===== src/rtl/prog_loader_pkg.sv =====
// Shared definitions for the boot-time program loader.
// Build option: define LOADER_CHECKSUM_EN to add the trailing XOR checksum byte to the frame.
package prog_loader_pkg;

    localparam logic [7:0] SYNC_BYTE_DEF = 8'hA5;

    typedef enum logic [2:0] {
        StIdle   = 3'd0,
        StLenHi  = 3'd1,
        StLenLo  = 3'd2,
        StDataHi = 3'd3,
        StDataLo = 3'd4,
        StDone   = 3'd5,
        StError  = 3'd6
`ifdef LOADER_CHECKSUM_EN
        ,
        StChk    = 3'd7
`endif
    } state_e;

    // Stage that follows the last data word (or LEN_LO when LEN is zero).
`ifdef LOADER_CHECKSUM_EN
    localparam state_e END_STATE = StChk;
`else
    localparam state_e END_STATE = StDone;
`endif

endpackage


===== src/rtl/prog_loader.sv =====
// Boot loader: parses SYNC/LEN/data frames from a UART byte stream into program-memory writes.
// Build option: LOADER_CHECKSUM_EN adds a CHK byte checked against a running XOR.
module prog_loader
    import prog_loader_pkg::*;
#(
    parameter int unsigned CODE_WIDTH = 13,
    parameter logic [7:0]  SYNC_BYTE  = SYNC_BYTE_DEF
) (
    input  logic                  i_clk,
    input  logic                  i_reset,
    input  logic                  i_rx_valid,
    input  logic [7:0]            i_rx_data,
    output logic                  o_mem_we,
    output logic [CODE_WIDTH-1:0] o_mem_addr,
    output logic [15:0]           o_mem_din,
    output logic                  o_cpu_reset,
    output logic                  o_cpu_resume,
    output logic                  o_busy,
    output logic                  o_error
);

    localparam logic [32:0] MAX_LEN = 33'd1 << CODE_WIDTH;

    state_e                r_state;
    state_e                w_next;
    logic [15:0]           r_len;
    logic [7:0]            r_hi;
    logic [CODE_WIDTH:0]   r_cnt;
    logic                  r_we;
    logic [CODE_WIDTH-1:0] r_addr;
    logic [15:0]           r_din;
    logic                  r_resume;
    logic [15:0]           w_len;
    logic                  w_sync;
    logic                  w_last;
`ifdef LOADER_CHECKSUM_EN
    logic [7:0]            r_xor;
`endif

    assign w_len  = {r_len[15:8], i_rx_data};
    assign w_sync = (i_rx_data == SYNC_BYTE);
    assign w_last = (33'(r_cnt) + 33'd1) == 33'(r_len);

    always_ff @(posedge i_clk or negedge i_reset) begin
        if (!i_reset) begin
            r_state <= StIdle;
        end else begin
            r_state <= w_next;
        end
    end

    always_comb begin
        w_next = r_state;
        if (i_rx_valid) begin
            unique case (r_state)
                StIdle, StDone, StError: begin
                    if (w_sync) w_next = StLenHi;
                end
                StLenHi:  w_next = StLenLo;
                StLenLo: begin
                    if (33'(w_len) > MAX_LEN) w_next = StError;
                    else if (w_len == 16'd0)  w_next = END_STATE;
                    else                      w_next = StDataHi;
                end
                StDataHi: w_next = StDataLo;
                StDataLo: w_next = w_last ? END_STATE : StDataHi;
`ifdef LOADER_CHECKSUM_EN
                StChk:    w_next = (i_rx_data == r_xor) ? StDone : StError;
`endif
                default:  w_next = StIdle;
            endcase
        end
    end

    always_comb begin
        o_busy      = 1'b1;
        o_cpu_reset = 1'b1;
        o_error     = 1'b0;
        case (r_state)
            StIdle, StDone: begin
                o_busy      = 1'b0;
                o_cpu_reset = 1'b0;
            end
            StError: begin
                o_busy  = 1'b0;
                o_error = 1'b1;
            end
            default: ;
        endcase
    end

    // Datapath: length, word assembly, write port and the DONE-entry pulse.
    always_ff @(posedge i_clk or negedge i_reset) begin
        if (!i_reset) begin
            r_len    <= '0;
            r_hi     <= '0;
            r_cnt    <= '0;
            r_we     <= 1'b0;
            r_addr   <= '0;
            r_din    <= '0;
            r_resume <= 1'b0;
`ifdef LOADER_CHECKSUM_EN
            r_xor    <= '0;
`endif
        end else begin
            r_we     <= 1'b0;
            r_resume <= (w_next == StDone) && (r_state != StDone);
            if (i_rx_valid) begin
                case (r_state)
                    StIdle, StDone, StError: begin
                        if (w_sync) begin
                            r_cnt <= '0;
`ifdef LOADER_CHECKSUM_EN
                            r_xor <= '0;
`endif
                        end
                    end
                    StLenHi:  r_len[15:8] <= i_rx_data;
                    StLenLo:  r_len[7:0]  <= i_rx_data;
                    StDataHi: r_hi        <= i_rx_data;
                    StDataLo: begin
                        r_we   <= 1'b1;
                        r_addr <= r_cnt[CODE_WIDTH-1:0];
                        r_din  <= {r_hi, i_rx_data};
                        r_cnt  <= r_cnt + (CODE_WIDTH + 1)'(1);
                    end
                    default: ;
                endcase
`ifdef LOADER_CHECKSUM_EN
                if (r_state == StLenHi || r_state == StLenLo ||
                    r_state == StDataHi || r_state == StDataLo) begin
                    r_xor <= r_xor ^ i_rx_data;
                end
`endif
            end
        end
    end

    assign o_mem_we     = r_we;
    assign o_mem_addr   = r_addr;
    assign o_mem_din    = r_din;
    assign o_cpu_resume = r_resume;

endmodule


===== config.mk =====
export PLATFORM = sky130hd
export DESIGN_NAME = prog_loader
export DESIGN_NICKNAME = d
export VERILOG_FILES = /design/src/rtl/prog_loader_pkg.sv /design/src/rtl/prog_loader.sv
export SDC_FILE = /design/constraint.sdc
export NUM_CORES = 1
export LEC_CHECK = 0
export BUFFER_PORTS_ARGS = -buffer_cell sky130_fd_sc_hd__buf_2
export CAP_MARGIN = 40
export CORE_AREA = 2 2 75 148
export DETAILED_ROUTE_END_ITERATION = 12
export DIE_AREA = 0 0 77 150
export PLACE_DENSITY = 0.6
export SYNTH_ARGS = -nofsm -noshare
export SYNTH_HDL_FRONTEND = slang
export SYNTH_SLANG_ARGS = --single-unit

===== constraint.sdc =====
create_clock -name i_clk -period 5 [get_ports i_clk]
set_clock_uncertainty 0.15 [all_clocks]
set_input_delay 0.25 -clock i_clk [delete_from_list [all_inputs] [get_ports i_clk]]
set_output_delay 0.25 -clock i_clk [all_outputs]
set_load 0.01 [all_outputs]

Word-level counts from Yosys, hierarchy flattened. Cells that the tools add are included.

Bits in read-only memories: 0. Output and inout bits: 34. Word-level logic and storage cells: 47. Bits in registers: 72. Memories kept: 0. RAM bits: 0. Bits in latches: 0.

Bitwise logic cells: 0. Reductions and logical operators: 11. Shift-type cells: 0. Div/mod/pow operators: 0. Multipliers: 0. $lt $le $gt $ge: 1. Equal/unequal tests: 11. Add/subtract/negate cells: 2. Multiplexer cells: 13.

Operators with widths (count): 14-bit one-hot mux with 2 select lines (1); 15-bit by 16-bit equality test with 1-bit output (1); 16-bit by 14-bit greater-than comparator with 1-bit output (second input constant) (1); 16-bit zero test (1); 14-bit by 1-bit adder with 15-bit output (second input constant) (1); 3-bit 2-to-1 mux (5); 3-bit one-hot mux with 5 select lines (1); 14-bit by 1-bit adder with 14-bit output (second input constant) (1); 14-bit 2-to-1 mux (1); 3-bit equality test (second input constant) (4); 8-bit equality test (second input constant) (1); 2-bit AND reduction (4); 3-bit by 2-bit equality test with 1-bit output (second input constant) (2); 1-bit 2-to-1 mux (5); 3-bit by 1-bit equality test with 1-bit output (second input constant) (1); 3-bit zero test (1); 3-bit != test (second input constant) (1); 3-bit AND reduction (1); 3-bit OR reduction (1); 2-bit by 1-bit != test with 1-bit output (second input constant) (1); 2-bit nonzero test (1); 2-bit OR reduction (1); 1-bit logical AND (1).

Logic depth before layout (Yosys ltp). Gate-level depths: netlist of run 1.

Depth in word-level cells: 7. Depth in mapped cells: 10. Depth with buffers taken out: 9.

Worst setup path after synthesis of run 1. Ideal clock, no wire load.

Kind: flip-flop to flip-flop. From: reg r_cnt[0]. To: reg r_resume, in the netlist o_cpu_resume. Setup time: 0.100 ns. Cell stages (with the launch flop): 9. Arrival: 2.183 ns. Buffers on the path: 0. Setup slack: 2.567 ns. Period minus slack after synthesis: 2.433 ns. Cell sequence: dfrtp_1 -> ha_1 -> xor2_1 -> or3_1 -> nor4_2 -> nand4_1 -> nor4_4 -> o211ai_2 -> nor4bb_1.

Longest elaborated chain between the ends: 7.

RTL lines: start: declaration (line prog_loader.sv:28) `logic [CODE_WIDTH:0] r_cnt;`; start signal: assignment (line prog_loader.sv:125) `r_cnt <= r_cnt + (CODE_WIDTH + 1)'(1);`; 14-bit by 1-bit adder with 15-bit output (line prog_loader.sv:42) `assign w_last = (33'(r_cnt) + 33'd1) == 33'(r_len);`; 15-bit by 16-bit equality test with 1-bit output (line prog_loader.sv:42); 3-bit 2-to-1 mux (line prog_loader.sv:66) `StDataLo: w_next = w_last ? END_STATE : StDataHi;`; 3-bit one-hot mux with 5 select lines (line prog_loader.sv:55) `unique case (r_state)`; 3-bit 2-to-1 mux (line prog_loader.sv:54) `if (i_rx_valid) begin`; via w_next[1] (line prog_loader.sv:25) `state_e w_next;`; 3-bit equality test (line prog_loader.sv:107) `r_resume <= (w_next == StDone) && (r_state != StDone);`; 1-bit logical AND (line prog_loader.sv:107); end signal: assignment (line prog_loader.sv:107); end: declaration (line prog_loader.sv:32) `logic r_resume;`.

The timed path passes the listed nets, and every way through them passes these cells. A chain may end at the register's enable or synchronous reset.

Worst setup path in the final report of run 1. Ends and elaborated chain as after synthesis.

==> flow_summary.toml, run 1 <==
[status]
outcome = "finished clean"

[synth]
yosys_register_bits = 72
ys_types = 54
synthFlopType = "dfrtp_1"
synthesis.nets = 383
netlist_area_um2 = 3570
synthAdderAreaFrac_pct = 0.701
synth_xor_xnor_area_share_pct = 4.66
ys_seq_area_share_pct = 50.5
synthCells = 370
yosys.area_share.simple_pct = 23.6
synth_area_per_cell_um2 = 9.64
synth_top_family_by_area = "simple AND/OR/NAND/NOR gates"
synthArstFlopShare_pct = 100
ys.warnings.count = 0
synth_compound_area_share_pct = 9.08
synth_edf_count = 0
muxShareOfSynthArea_pct = 8.70

[clock_network]
numCtsBuffers = 9
htree_levels = 3
clkSinkCount = 72
postCtsSetupRepairBufs = 0
cts.path.max_buffers = 2
cts_tree = "yes"
cts-root-buf = "clkbuf_16"
clkTransAtPathRegs_ps = 50
clk-insertion-delay-late_ps = 330

[hold_path]
hold_path_depth = 3
min_path_type = "in -> reg"
min_to = "o_mem_din[6]$_DFFE_PN0P_"
hold_start = "i_rx_data[6]"

[setup_path]
worstReg2RegStart = "r_cnt[0]$_DFFE_PN0P_"
critPathMaxFanout = 8
reg2regPathDepth = 8
reg2reg_slack_ps = 2150
setup.worst_path.class = "reg -> reg"
crit_path_end_kind = "register"
required_ps = 5090
cp.arrival_ps = 2940
startpoint_type = "register"
timing.rr.end = "o_cpu_resume$_DFF_PN0_"

[final_layout]
n_antenna_cell = 0
layout_common_cells = "100 x nand2_1, 72 x dfrtp_1, 44 x buf_2"
area_growth_pct = 19.0
nNetsFinal = 424
instances_no_fill = 552
drive_gt1_share_pct = 23.4
mostFrequentLayoutCell = "nand2_1"

[sta]
fmax_mhz = 351
worst_pin_slew_ps = 729
fin_tns_setup_ps = 0
slew_violations = 0
setup_slack_ps = 2150
period_share_pct = 57.0
hold_viol_final = 0
slew_headroom_pct = 51.4
rsz0062_at_grt = "false"
setup_violations = 0
period_needed_ps = 2850

[global_routing]
grt_pass1_wl_um = 13800
grt_max_degree = 41
track_usage_pct = 15.4
grt_pass1_vias = 2718
grt-ovfl-total = 0
antenna_found_initial = 0

[die]
die_width_um = 77
die_h_um = 150
ios = 45
die_area_um2 = 11600
start_util_pct = 34.1
num_rows = 53
coreArea_um2 = 10500

[placed_design]
post-place-cells = 536
post-place-ws_ps = 2170
io_buffers = 44
dp.final_hpwl_um = 6340
gp_congestion = 0.850

[pwr]
power.internal_uw = 1600
clock_power_share_pct = 25.5
p_per_area_nw_per_um2 = 579
p_comb_share_pct = 32.4
vdd_drop_max_mv = 0.237
leakagePower_uw = 0.00202
sequentialPowerShare_pct = 42.1
p_switching_uw = 863
p_sw_share_pct = 35.1

[routing]
routedWlPerCell_um = 15.5
ant_nets = 0
drt-initial-drc-count = 172
drc = 0
vias_per_cell = 5.02
vias = 2771
drtPass1Iterations = 4
wl_um = 8530

[flow_run]
maxCapViolCount = 0
-- cell families after synthesis --
kind of cell | Yosys count
flops | 72
simple gates | 174
compound gates | 51
mux | 28
xor+xnor | 19
buf+inv | 24
fa+ha+maj | 2
-- registers in the layout (all words and copies together) (netlist names) --
register / count
o_mem_din: 16
o_mem_we: 1
r_cnt: 14
r_hi: 8
o_mem_addr: 13
r_state: 3
o_cpu_resume: 1
r_len: 16
-- critical path, stage by stage, from the launching register on --
cell	delay, ps
dfrtp_1	520
ha_1	310
nand3_1	160
nor4_1	540
xnor2_1	180
nand4_1	180
nor4_4	310
o211ai_2	130
nor4bb_1	270
-- power by group through the flow --
stage	clock, µW	combinational [µW]	sequential [µW]
after global placement	0	776	1030
after CTS	637	810	1030
after detailed placement	0	807	1040
after global routing	657	881	1070
final	627	797	1040
after floorplan	0	580	991
-- layer usage --
metal | part of all wire, % | up-vias | track usage, %
met3 | 3.0 | 21 | 2.83
met4 | 3.9 | 0 | 9.82
met5 | 0 | - | 0
met1 | 39 | 1343 | 16.0
li1 | - | 1344 | -
met2 | 54 | 63 | 28.2
-- final cells by class --
type / instances / area [µm²]
Clock buffer: 12 / 246
Clock inverter: 3 / 42.5
Fill cell: 1079 / 6230
Inverter: 4 / 15.0
Multi-Input combinational cell: 274 / 1670
Sequential cell: 72 / 1800
Tap cell: 137 / 171
Timing Repair Buffer: 50 / 300
-- cells in the mapped netlist, types with 3 or more instances --
master	number	area, µm²
a21oi_1	3	15.0
a31oi_1	3	18.8
and2_1	4	25.0
and3_1	4	25.0
buf_2	3	15.0
clkbuf_1	15	56.3
dfrtp_1	72	1800
inv_1	3	11.3
mux2_2	24	270
mux2i_1	4	40.0
nand2_1	100	375
nand2b_1	5	31.3
nand3_1	7	35.0
nand4_1	4	25.0
nor2_1	20	75.1
nor2b_1	3	18.8
nor3_1	6	30.0
nor4_1	6	37.5
o21ai_0	24	120
o31ai_1	5	37.5
xnor2_1	12	105
xor2_1	7	61.3
-- through the flow --
step                hold WS, ps  util, %  total power (µW)  cell area, µm²
floorplan                  -196        -              1570            3570
global placement            295     37.2              1810            3890
detailed placement          162     37.7              1850            3950
CTS                        54.5     40.5              2480            4250
global route               71.9     40.5              2610            4250
finish                     52.8     40.5              2460            4250
-- timing repair --
action,4_1_cts,5_1_grt
hold buffers,1,0
hold endpoints to repair,32,0
gates resized for setup,0,0
-- how the worst max path moves through the flow --
stage	start	end	slack [ps]	depth (start not counted)
after global placement	r_state[1]$_DFF_PN0_	r_cnt[5]$_DFFE_PN0P_	2160	6
after detailed placement	r_cnt[0]$_DFFE_PN0P_	o_cpu_resume$_DFF_PN0_	2170	8
after global routing	r_cnt[0]$_DFFE_PN0P_	o_cpu_resume$_DFF_PN0_	1870	8
after floorplan	r_cnt[0]$_DFFE_PN0P_	o_cpu_resume$_DFF_PN0_	2570	8
after CTS	r_cnt[0]$_DFFE_PN0P_	o_cpu_resume$_DFF_PN0_	2160	8
final	r_cnt[0]$_DFFE_PN0P_	o_cpu_resume$_DFF_PN0_	2150	8
(Power assumes the default switching activity.)
==> run 2: changes to the inputs <==
Settings changed: ABC_AREA from default to 1, PLACE_DENSITY 0.6 to 0.59.
Clock period 5 ns to 2.9 ns, I/O delays scaled along.
==> flow_summary.toml, run 2 <==
[routing]
ant_nets = 0
drc = 0
routedWlPerCell_um = 14.3
vias_per_cell = 4.81
drtPass1Iterations = 4
wl_um = 9170
vias = 3085
drt-initial-drc-count = 219

[synth]
ys_types = 26
synthesis.nets = 467
synthAdderAreaFrac_pct = 0.709
synth_compound_area_share_pct = 10.5
netlist_area_um2 = 3530
synth_xor_xnor_area_share_pct = 0.248
synth_edf_count = 0
synth_commonest_cells = "151 x nand2_1, 72 x dfrtp_1, 52 x o21ai_0"
synthArstFlopShare_pct = 100
muxShareOfSynthArea_pct = 0.284
synthCells = 454
ys_seq_area_share_pct = 51.0
yosys.area_share.simple_pct = 30.3
synth_area_leaders = "dfrtp_1 51%, nand2_1 16%, o21ai_0 7.4%"
yosys_register_bits = 72
ys.warnings.count = 0
synth_area_leader_cell = "dfrtp_1"
synth_top_area_share_pct = 51.0
synthFlopType = "dfrtp_1"
synth_most_common_cell = "nand2_1"
synth_area_per_cell_um2 = 7.77
synth_top_family_by_area = "simple AND/OR/NAND/NOR gates"

[placed_design]
gp_congestion = 0.917
post-place-cells = 625
io_buffers = 44
dp.final_hpwl_um = 6760

[clock_network]
cts-root-buf = "clkbuf_16"
cts.path.max_buffers = 2
clkSinkCount = 72
clk-insertion-delay-late_ps = 330
cts_tree = "yes"
clkTransAtPathRegs_ps = 60
htree_levels = 3
postCtsSetupRepairBufs = 0
numCtsBuffers = 9

[die]
coreArea_um2 = 10500
die_area_um2 = 11600
ios = 45
die_width_um = 77
die_h_um = 150
num_rows = 53
start_util_pct = 33.7

[final_layout]
instances_no_fill = 641
nNetsFinal = 513
n_antenna_cell = 0
area_growth_pct = 18.8
mostFrequentLayoutCell = "nand2_1"
layout_common_cells = "150 x nand2_1, 72 x dfrtp_1, 52 x o21ai_0"
drive_gt1_share_pct = 15.1
fin_util_pct = 40.0

[sta]
slew_violations = 0
worst_pin_slew_ps = 557
worst_hold_slack_ps = 2.08
fin_tns_setup_ps = 0
period_share_pct = 83.2
period_needed_ps = 2410
slew_headroom_pct = 62.9
fmax_mhz = 414
hold_viol_final = 0
rsz0062_at_grt = "false"
setup_violations = 0

[pwr]
p_comb_share_pct = 37.7
sequentialPowerShare_pct = 40.1
vdd_drop_max_mv = 0.524
p_switching_uw = 1890
power.internal_uw = 2720
p_sw_share_pct = 41.0
leakagePower_uw = 0.00214
clock_power_share_pct = 22.2
p_total_uw = 4610
p_per_area_nw_per_um2 = 1100

[setup_path]
cp.arrival_ps = 2520
setup.worst_path.class = "reg -> reg"
startpoint_type = "register"
crit_path_end_kind = "register"
critPathMaxFanout = 5
reg2regPathDepth = 15
required_ps = 3000

[global_routing]
track_usage_pct = 16.8
grt_pass1_wl_um = 15100
antenna_found_initial = 0
grt-ovfl-total = 0
grt_max_degree = 60
grt_pass1_vias = 3065

[flow_run]
maxCapViolCount = 0

[status]
outcome = "finished clean"

[hold_path]
hold_path_depth = 3
min_path_type = "in -> reg"
[run 2: timing repair]
| action | CTS | global route |
|---|---|---|
| gates resized for setup | 0 | 0 |
| setup endpoints to repair | 0 | 0 |
| hold endpoints to repair | 72 | 0 |
| hold buffers | 1 | 0 |
[run 2: path summary, 6_finish.rpt]
kind | from | end | slack [ps]
worst min register to register | o_mem_din[15]$_DFFE_PN0P_ | o_mem_din[15]$_DFFE_PN0P_ | 320
worst max register to register | r_cnt[0]$_DFFE_PN0P_ | o_cpu_resume$_DFF_PN0_ | 490
max in group asynchronous | i_reset | o_cpu_resume$_DFF_PN0_ | 1890
min in group asynchronous | i_reset | r_cnt[0]$_DFFE_PN0P_ | 150
worst min-delay path | i_rx_data[6] | r_len[6]$_DFFE_PN0P_ | 2
worst max-delay path | r_cnt[0]$_DFFE_PN0P_ | o_cpu_resume$_DFF_PN0_ | 490
[run 2: worst max-delay path: stages (launching register included)]
cell,delay [ps]
dfrtp_1,440
ha_1,210
nand3_1,140
nor2_2,270
nand2_1,80
nand2_1,100
nor2_1,40
nor2_1,90
nand2_1,60
nor2_1,260
nand3_1,110
nand2_1,60
nand2_1,60
nand2_2,70
nand3_2,60
nor2_1,100
[run 2: cells by family (layout without fill, tap and decap cells)]
family,count (synthesis),in the layout
xor+xnor,1,1
simple gates,246,246
flops,72,72
buf+inv,62,112
compound gates,70,70
fa+ha+maj,2,2
mux,1,1
[run 2: per-stage QoR]
stage	worst slack [ps]	instance area [µm²]
6_report	487	4190
5_1_grt	201	4190
4_1_cts	499	4190
3_5_place_dp	511	3910
3_3_place_gp	590	3870
2_1_floorplan	985	3530
[run 2: final cells by class]
type	instances	area, µm²
fillers	1137	6290
clock buffers	11	253
multi-input cells	320	1490
well taps	137	171
clock inverters	4	20.0
flip-flops and latches	72	1800
repair buffers	49	280
inverters	48	180
[run 2: per-layer routing]
layer  GRT usage, %  up-vias  share of wire [%]
li1               -     1558                  -
met1           17.2     1442                 38
met2           32.1       64                 56
met3           2.53       21                2.7
met4           9.55        0                3.3
met5              0        -                  0
[run 2: power groups by stage]
| stage | clock [µW] | sequential [µW] | combinational [µW] |
|---|---|---|---|
| CTS | 1040 | 1850 | 1760 |
| global route | 1080 | 1910 | 1990 |
| finish | 1020 | 1850 | 1740 |
| global placement | 0 | 1850 | 1700 |
| floorplan | 0 | 1830 | 1170 |
| detailed placement | 0 | 1860 | 1750 |
==> run 3: changes to the inputs <==
Settings changed: ABC_AREA 1 to 0, PLACE_DENSITY 0.59 to 0.62.
Clock period 2.9 ns to 2.2 ns, I/O delays scaled along.
==> flow_summary.toml, run 3 (synthesis gave the netlist of run 1 again) <==
[sta]
rsz0062_at_grt = "true"
setup_violations = 2
slew_headroom_pct = 65.0
fmax_mhz = 403
slew_violations = 0
hold_viol_final = 0
setup_slack_ps = -282
worst_pin_slew_ps = 523
period_needed_ps = 2480
fin_tns_setup_ps = -313
period_share_pct = 113

[clock_network]
cts_tree = "yes"
cts.path.max_buffers = 2
cts-root-buf = "clkbuf_16"
clkTransAtPathRegs_ps = 60
numCtsBuffers = 9
clkSinkCount = 72
clk-insertion-delay-late_ps = 340
htree_levels = 3

[placed_design]
io_buffers = 44
dp.final_hpwl_um = 6950
gp_congestion = 0.890

[hold_path]
hold_path_depth = 3
min_path_type = "in -> reg"

[final_layout]
drive_gt1_share_pct = 36.8
nNetsFinal = 494
mostFrequentLayoutCell = "nand2_1"
layout_common_cells = "100 x nand2_1, 69 x dfrtp_1, 66 x buf_4"
n_antenna_cell = 0
area_growth_pct = 37.7

[setup_path]
timing.rr.end = "o_cpu_resume$_DFF_PN0_"
startpoint_type = "register"
worstReg2RegStart = "r_cnt[0]$_DFFE_PN0P_"
setup.worst_path.class = "reg -> reg"
cp.arrival_ps = 2570
crit_path_end = "o_cpu_resume$_DFF_PN0_"
critPathMaxFanout = 4
reg2regPathDepth = 9
crit_start = "r_cnt[0]$_DFFE_PN0P_"
required_ps = 2280
reg2reg_slack_ps = -280
crit_path_end_kind = "register"

[die]
die_h_um = 150
ios = 45
coreArea_um2 = 10500
start_util_pct = 34.1
die_area_um2 = 11600
num_rows = 53
die_width_um = 77

[routing]
drt-initial-drc-count = 160
routedWlPerCell_um = 15.6
ant_nets = 0
vias = 3073
vias_per_cell = 4.93
drtPass1Iterations = 4
drc = 0
wl_um = 9750

[global_routing]
antenna_found_initial = 0
grt_pass1_wl_um = 15900
grt_max_degree = 73
grt-ovfl-total = 0
grt_pass1_vias = 3120
track_usage_pct = 17.9

[pwr]
p_total_uw = 6190
p_per_area_nw_per_um2 = 1260
leakagePower_uw = 0.00242
vdd_drop_max_mv = 0.670

[status]
failed_checks = "setup timing"
outcome = "complete, but fails checks"

[flow_run]
maxCapViolCount = 0
-- run 3: power breakdown --
group	leakage, µW	total [µW]	internal [µW]	switching, µW
Combinational	0.00135	2470	1250	1230
Sequential	0.000914	2230	1840	390
Clock	0.000153	1490	914	579
Total	0.00242	6190	4000	2200
-- run 3: final cells by class --
class                           count  area, µm²
Inverter                            4       15.0
Sequential cell                    72       1810
Clock inverter                      6       66.3
Tap cell                          137        171
Multi-Input combinational cell    274       1780
Fill cell                        1043       5560
Clock buffer                       10        239
Timing Repair Buffer              120        836
-- run 3: per-layer routing --
metal | up-vias | GRT usage, % | wire length [µm]
li1 | 1486 | - | -
met1 | 1508 | 18.3 | 3610
met2 | 61 | 34.9 | 5580
met3 | 18 | 2.90 | 236
met4 | 0 | 8.13 | 320
met5 | - | 0 | 0
-- run 3: how the worst min path moves through the flow --
stage / start / to / slack (ps)
final: i_rx_data[1] / r_len[1]$_DFFE_PN0P_ / 40
after global routing: i_rx_data[1] / o_mem_din[1]$_DFFE_PN0P_ / 60
after CTS: i_rx_data[1] / r_len[1]$_DFFE_PN0P_ / 40
after detailed placement: i_reset / o_mem_din[11]$_DFFE_PN0P_ / 20
after global placement: i_reset / o_mem_din[2]$_DFFE_PN0P_ / 10
after floorplan: i_reset / o_cpu_resume$_DFF_PN0_ / -340
-- run 3: per-stage QoR --
stage          cell area (µm²)  cells  worst slack [ps]  hold WS, ps  utilization, %
3_3_place_gp              4440    597              -204         13.5            42.3
6_report                  4910    623              -282         40.9            46.9
4_1_cts                   4850    622              -278         43.1            46.3
2_1_floorplan             3610    370             -37.2         -336               -
5_1_grt                   4910    623              -469         55.7            46.9
3_5_place_dp              4440    597              -292         20.9            42.3
-- run 3: repair_timing --
item,4_1_cts,5_1_grt
pin swaps,0,4
hold buffers,8,0
hold endpoints to repair,80,0
resized for setup,4,12
setup endpoints to repair,4,15
cloned,0,0
setup buffers,1,1
-- run 3: critical path, stage by stage, from the launching register on --
cell and delay [ps]:
dfrtp_2 460, ha_4 200, nand2b_4 140, o211ai_1 100, a31oi_2 150, nor4_4 340
nand4_1 180, nor4_4 230, o211ai_2 140, nor4bb_1 290
